<file path="config.mk">
export PLATFORM = sky130hd
export DESIGN_NAME = discriminator_seq_flat
export DESIGN_NICKNAME = d
export VERILOG_FILES = /design/src/rtl/discriminator_if.sv /design/src/rtl/discriminator_seq.sv /design/src/flat_wrapper.sv
export SDC_FILE = /design/constraint.sdc
export NUM_CORES = 2
export LEC_CHECK = 0
export CORE_AREA = 2 2 280 282
export DETAILED_ROUTE_END_ITERATION = 8
export DIE_AREA = 0 0 282 284
export PLACE_DENSITY = 0.65
export SLEW_MARGIN = 20
export SYNTH_ARGS = -nofsm -noshare
export SYNTH_HDL_FRONTEND = slang
export SYNTH_SLANG_ARGS = --single-unit
</file>
<file path="constraint.sdc">
create_clock -name clk -period 24.2 [get_ports clk]
set_clock_uncertainty 0.2 [all_clocks]
set_input_delay 2.42 -clock clk [delete_from_list [all_inputs] [get_ports clk]]
set_output_delay 2.42 -clock clk [all_outputs]
set_load 0.05 [all_outputs]
</file>
<file path="src/rtl/discriminator_if.sv">
// discriminator_if: sample-in / score-out handshake bundle for discriminator_seq
// master = sample source and score consumer; slave = discriminator
interface discriminator_if #(
    parameter int N_IN = 9,
    parameter int DW = 16
);
    logic in_valid, in_ready, out_valid, out_ready;
    logic [N_IN*DW-1:0] in_pixels;
    logic [DW-1:0] o_score, o_logit;
    modport master (output in_valid, in_pixels, out_ready, input in_ready, out_valid, o_score, o_logit);
    modport slave (input in_valid, in_pixels, out_ready, output in_ready, out_valid, o_score, o_logit);
endinterface

</file>
<file path="src/rtl/discriminator_seq.sv">
// discriminator_seq: two-layer Q8.8 GAN discriminator time-multiplexed on one shared MAC
// Ports: clk; rst_n (synchronous, active-low); bus (slave: in_valid/in_ready/in_pixels,
// out_valid/out_ready/o_score/o_logit); flat_weights_D1/D2 hidden and output weights, sampled live
module discriminator_seq #(
    parameter int N_IN = 9,
    parameter int N_HID = 3,
    parameter int DW = 16,
    parameter int FRAC = 8,
    parameter int HID_ACT = 0
) (
    input  logic clk,
    input  logic rst_n,
    discriminator_if.slave bus,
    input  logic [N_HID*(N_IN+1)*DW-1:0] flat_weights_D1,
    input  logic [(N_HID+1)*DW-1:0] flat_weights_D2
);
    localparam int AW = 2*DW + $clog2(N_IN+1);
    localparam int CW = $clog2(N_IN + N_HID + 1);
    localparam logic signed [AW-1:0] SMAX = {{(AW-DW+1){1'b0}}, {(DW-1){1'b1}}};
    localparam logic signed [AW-1:0] SMIN = {{(AW-DW+1){1'b1}}, {(DW-1){1'b0}}};
    localparam logic signed [DW-1:0] ONE = DW'(1 << FRAC);
    localparam logic signed [DW-1:0] HALF = DW'(1 << (FRAC-1));
    typedef enum logic [2:0] {IDLE, L1_MAC, L1_FIN, L2_MAC, L2_FIN, DONE} state_t;
    state_t state, nxt;
    logic live, accept, last_in;
    logic [CW-1:0] idx, neuron;
    logic [N_IN*DW-1:0] pix;
    logic [N_HID*DW-1:0] hid;
    logic signed [AW-1:0] acc, sum;
    logic signed [DW-1:0] a_op, b_op, bias, sat, act, sig, score;
    logic signed [2*DW-1:0] prod;
    always_comb begin
        accept = live && state == IDLE && bus.in_valid;
        last_in = idx == CW'(N_IN-1);
        bus.in_ready = live && state == IDLE;
        bus.out_valid = state == DONE;
        // idx walks pixels in layer 1 and hidden neurons in layer 2
        a_op = state == L2_MAC ? $signed(hid[DW*idx +: DW]) : $signed(pix[DW*idx +: DW]);
        b_op = state == L2_MAC ? $signed(flat_weights_D2[DW*idx +: DW])
                               : $signed(flat_weights_D1[DW*((N_IN+1)*neuron + idx) +: DW]);
        prod = (2*DW)'(a_op) * (2*DW)'(b_op);
        bias = state == L2_FIN ? $signed(flat_weights_D2[DW*N_HID +: DW])
                               : $signed(flat_weights_D1[DW*((N_IN+1)*neuron + N_IN) +: DW]);
        sum = acc + AW'(bias);
        sat = sum > SMAX ? SMAX[DW-1:0] : sum < SMIN ? SMIN[DW-1:0] : sum[DW-1:0];
        act = HID_ACT != 0 ? (sat[DW-1] ? '0 : sat) : (sat > ONE ? ONE : sat < -ONE ? -ONE : sat);
        sig = (sat >>> 2) + HALF;
        score = sig < 0 ? '0 : sig > ONE ? ONE : sig;
        nxt = state;
        case (state)
            IDLE:    nxt = accept ? L1_MAC : IDLE;
            L1_MAC:  nxt = last_in ? L1_FIN : L1_MAC;
            L1_FIN:  nxt = neuron == CW'(N_HID-1) ? L2_MAC : L1_MAC;
            L2_MAC:  nxt = idx == CW'(N_HID-1) ? L2_FIN : L2_MAC;
            L2_FIN:  nxt = DONE;
            default: nxt = bus.out_ready ? IDLE : DONE;
        endcase
    end
    always_ff @(posedge clk) begin
        if (!rst_n)
            state <= IDLE;
        else
            state <= nxt;
    end
    always_ff @(posedge clk) begin
        if (!rst_n) begin
            live <= 1'b0;
            acc <= '0;
            hid <= '0;
            idx <= '0;
            neuron <= '0;
            pix <= '0;
            bus.o_score <= '0;
            bus.o_logit <= '0;
        end else begin
            live <= 1'b1;
            if (accept)
                pix <= bus.in_pixels;
            // outside the MAC states the accumulator is held at zero, ready for the next sum
            acc <= (state == L1_MAC || state == L2_MAC) ? acc + AW'(prod >>> FRAC) : '0;
            idx <= ((state == L1_MAC && !last_in) || state == L2_MAC) ? idx + 1'b1 : '0;
            neuron <= state == IDLE ? '0 : state == L1_FIN ? neuron + 1'b1 : neuron;
            if (state == L1_FIN)
                hid[DW*neuron +: DW] <= act;
            if (state == L2_FIN) begin
                bus.o_logit <= sat;
                bus.o_score <= score;
            end
        end
    end
endmodule

</file>
<file path="src/flat_wrapper.sv">
// flat-port wrapper written by rule: the top's interface ports become plain ports
module discriminator_seq_flat 
#(
    parameter int N_IN = 9,
    parameter int N_HID = 3,
    parameter int DW = 16,
    parameter int FRAC = 8,
    parameter int HID_ACT = 0
)
  (clk, rst_n, flat_weights_D1, flat_weights_D2, bus_in_valid, bus_in_pixels, bus_out_ready, bus_in_ready, bus_out_valid, bus_o_score, bus_o_logit);
  discriminator_if #(.N_IN(N_IN), .DW(DW)) bus_i ();
  input  logic clk;
  input  logic rst_n;
  input  logic [N_HID*(N_IN+1)*DW-1:0] flat_weights_D1;
  input  logic [(N_HID+1)*DW-1:0] flat_weights_D2;
  input wire logic [$bits(bus_i.in_valid)-1:0] bus_in_valid;
  input wire logic [$bits(bus_i.in_pixels)-1:0] bus_in_pixels;
  input wire logic [$bits(bus_i.out_ready)-1:0] bus_out_ready;
  output wire logic [$bits(bus_i.in_ready)-1:0] bus_in_ready;
  output wire logic [$bits(bus_i.out_valid)-1:0] bus_out_valid;
  output wire logic [$bits(bus_i.o_score)-1:0] bus_o_score;
  output wire logic [$bits(bus_i.o_logit)-1:0] bus_o_logit;
  assign bus_i.in_valid = bus_in_valid;
  assign bus_i.in_pixels = bus_in_pixels;
  assign bus_i.out_ready = bus_out_ready;
  assign bus_in_ready = bus_i.in_ready;
  assign bus_out_valid = bus_i.out_valid;
  assign bus_o_score = bus_i.o_score;
  assign bus_o_logit = bus_i.o_logit;
  discriminator_seq #(.N_IN(N_IN), .N_HID(N_HID), .DW(DW), .FRAC(FRAC), .HID_ACT(HID_ACT)) u_core (.clk(clk), .rst_n(rst_n), .bus(bus_i), .flat_weights_D1(flat_weights_D1), .flat_weights_D2(flat_weights_D2));
endmodule
</file>
==> impl_metrics.json <==
{
  "status": "finished, final reports clean",
  "finalPower_mw": 4.02,
  "start_kind": "register",
  "grt_pass1_wl_mm": 202,
  "num_rows": 102,
  "drive_gt1_share_pct": 6.27,
  "vdd_drop_max_v": 0.000139,
  "overflow": 0,
  "fin_crit_ns": 14.35,
  "synthMuxAreaShare_pct": 12.5,
  "root_buffer": "clkbuf_16",
  "rsz0062_at_grt": "false",
  "die_w_um": 282,
  "drtPass1Iterations": 6,
  "gp_congestion": 1.00,
  "synth_simple_gate_area_share_pct": 16.7,
  "clk_pin_slew_ns": 0.06,
  "cts_resized": 0,
  "die_area_um2": 80100,
  "synthArstFlopShare_pct": 0,
  "cts_tree": "done",
  "use_met3_pct": 7.68,
  "tightest_slew_ns": 1.22,
  "ys_seq_elements": 270,
  "start_util_pct": 39.1,
  "power-per-cell-area_nw_per_um2": 102,
  "synthXorXnorAreaFrac_pct": 2.98,
  "fmax_mhz": 69.7,
  "core_area_um2": 77000,
  "synthDistinctLibCells": 81,
  "cts_buffers": 31,
  "io_buffer_count": 723,
  "first_global_vias": 29048,
  "finalNetCount": 5308,
  "cp_slowest_cell": "fa_4",
  "ys_warn_count": 0,
  "viasPerCell": 5.69,
  "synth-main-ff-cell": "dfxtp_1",
  "antenna_found_initial": 39,
  "synth_fa_ha_area_share_pct": 24.5,
  "grt_use_total_pct": 34.9,
  "ioPinCount": 726,
  "setup.worst_path.end_class": "register",
  "ctsHoldBuffers": 0,
  "syn-instance-count": 3581,
  "p_leak_nw": 16.5,
  "min_period_over_period_pct": 59.3,
  "cts_buffer_depth": 3,
  "busiest_layer": "met2",
  "cp.required_ns": 24.50,
  "finalSetupTns_ns": 0,
  "vias": 29986,
  "post_cts_buffers": 0,
  "nFillCells": 7417,
  "ys_seq_area_share_pct": 18.0,
  "synth_compound_area_share_pct": 18.0,
  "arrival_ns": 14.65,
  "slew_headroom_pct": 17.9,
  "post_drt_wl_per_cell_um": 27.1,
  "setup_viol": 0,
  "path_class": "reg2reg",
  "wirelength_mm": 143,
  "synth_top_family_by_area": "adder cells",
  "syn_to_final_growth_pct": 31.2,
  "avgSynthCellArea_um2": 8.40,
  "clkLatencyLatePin_ns": 0.62,
  "report.final.slew_viol_count": 0,
  "dp_hpwl_mm": 118,
  "die_h_um": 284,
  "syn_area_um2": 30100,
  "grt_max_degree": 120,
  "clock_tree.htree_level_count": 1,
  "cp_slowest_stage_delay_ns": 1.50,
  "route.detailed.drc": 0,
  "drtAntennaViolNets": 0,
  "cts_sinks": 270,
  "grt.met1_usage_pct": 45.1,
  "maxCapViolCount": 0,
  "drtIter0Drc": 2803,
  "use_met2_pct": 55.0,
  "cp_max_fo": 48,
  "hold_path_class": "reg2reg",
  "synth_edf_count": 0,
  "hold_viol": 0
}
## layout make-up
| type | count | area (µm²) | share of cell area [%] |
|---|---|---|---|
| inverters | 376 | 1410 | 3.57 |
| repair buffers | 778 | 7680 | 19.4 |
| clock buffers | 41 | 885 | 2.24 |
| clock inverters | 17 | 204 | 0.516 |
| flip-flops and latches | 270 | 5410 | 13.7 |
| diodes | 21 | 52.6 | 0.133 |
| well taps | 1040 | 1300 | 3.30 |
| multi-input cells | 2729 | 22500 | 57.1 |
## through the flow
step                cells  worst slack (ns)  hold slack [ns]  utilization [%]  instance area [µm²]
global route         5265              9.07            0.279             51.3                39500
floorplan            3582             11.01            0.224                -                30100
global placement     5192             10.07            0.238             49.8                38300
CTS                  5250              9.95            0.253             51.2                39400
detailed placement   5192              9.96            0.242             49.8                38300
finish               5272              9.85            0.255             51.3                39500
## cells in the mapped netlist, drive strengths merged (22+ instances only)
| cell type | number | area [µm²] |
|---|---|---|
| nand3 | 58 | 290 |
| dfxtp | 270 | 5410 |
| a21oi | 151 | 756 |
| a221oi | 24 | 216 |
| fa | 266 | 5330 |
| a21boi | 166 | 1250 |
| nand2b | 43 | 269 |
| a22oi | 44 | 330 |
| nor2 | 253 | 952 |
| and2 | 45 | 282 |
| ha | 164 | 2050 |
| buf | 38 | 170 |
| a211oi | 31 | 233 |
| xor2 | 35 | 314 |
| inv | 373 | 1400 |
| o21a | 22 | 165 |
| mux4 | 94 | 2120 |
| nand2 | 589 | 2210 |
| a21o | 43 | 323 |
| mux2i | 144 | 1440 |
| a31oi | 30 | 188 |
| xnor2 | 64 | 561 |
| clkbuf | 169 | 634 |
| nor2b | 28 | 175 |
| nor3 | 30 | 150 |
| o21ai | 158 | 798 |
## cell families after synthesis
| group | Yosys count |
|---|---|
| AO/OA/AOI/OAI | 795 |
| XOR/XNOR | 100 |
| adder cells (fa/ha/maj) | 430 |
| buffers and inverters | 583 |
| flip-flops | 270 |
| multiplexers | 255 |
| other | 1 |
| AND/OR/NAND/NOR | 1147 |
## where the power goes
group	switching (mW)	internal [mW]	leakage [nW]
registers	0.0183	0.467	2.19
clock network	0.217	0.293	0.537
logic	1.76	1.27	13.7
## critical path: cells and delay by family (launching register included)
kind	cells	cell delay [ns]
AO/OA/AOI/OAI	16	3.75
adder cells (fa/ha/maj)	9	5.10
buffers and inverters	6	0.78
XOR/XNOR	2	0.22
AND/OR/NAND/NOR	13	3.57
flip-flops	1	0.49
## path summary, 6_finish.rpt
kind | slack, ns | startpoint | cells past startpoint | to
worst min-delay path | 0.25 | u_core.hid[5] | 2 | u_core.hid[5]
worst min register to register | 0.25 | u_core.hid[5] | 2 | u_core.hid[5]
worst max register to register | 9.85 | u_core.idx[2] | 46 | u_core.acc[35]
worst max-delay path | 9.85 | u_core.idx[2] | 46 | u_core.acc[35]
## cell usage in the layout (no fill, tap or decap), types with 21 or more instances in the layout
| cell | n |
|---|---|
| clkdlybuf4s50_1 | 722 |
| nand2_1 | 588 |
| inv_1 | 373 |
| dfxtp_1 | 267 |
| fa_1 | 265 |
| nor2_1 | 249 |
| a21boi_0 | 165 |
| ha_1 | 163 |
| a21oi_1 | 151 |
| mux2i_1 | 144 |
| o21ai_0 | 139 |
| mux4_2 | 94 |
| xnor2_1 | 63 |
| nand3_1 | 58 |
| buf_4 | 54 |
| a22oi_1 | 44 |
| a21o_1 | 43 |
| nand2b_1 | 43 |
| and2_1 | 41 |
| xor2_1 | 33 |
| clkbuf_16 | 32 |
| a211oi_1 | 31 |
| a31oi_1 | 30 |
| nor3_1 | 28 |
| nor2b_1 | 28 |
| a221oi_1 | 23 |
| o21a_1 | 22 |
| diode_2 | 21 |
## per-layer routing
| metal | part of all wire (%) | up-vias | wire (µm) |
|---|---|---|---|
| met5 | 0.14 | - | 195 |
| met4 | 5.2 | 28 | 7370 |
| met3 | 9.9 | 259 | 14200 |
| met2 | 46 | 1437 | 65200 |
| met1 | 39 | 14813 | 56100 |
| li1 | - | 13449 | - |
## sequential cells by signal, summed over array words and instances (netlist names)
register / flops
u_core.acc: 36
u_core.bus.o_logit: 16
u_core.bus.o_score: 14
u_core.hid: 48
u_core.idx: 4
u_core.live: 1
u_core.neuron: 4
u_core.pix: 144
u_core.state: 3
Power figures use the tool's default switching activity.
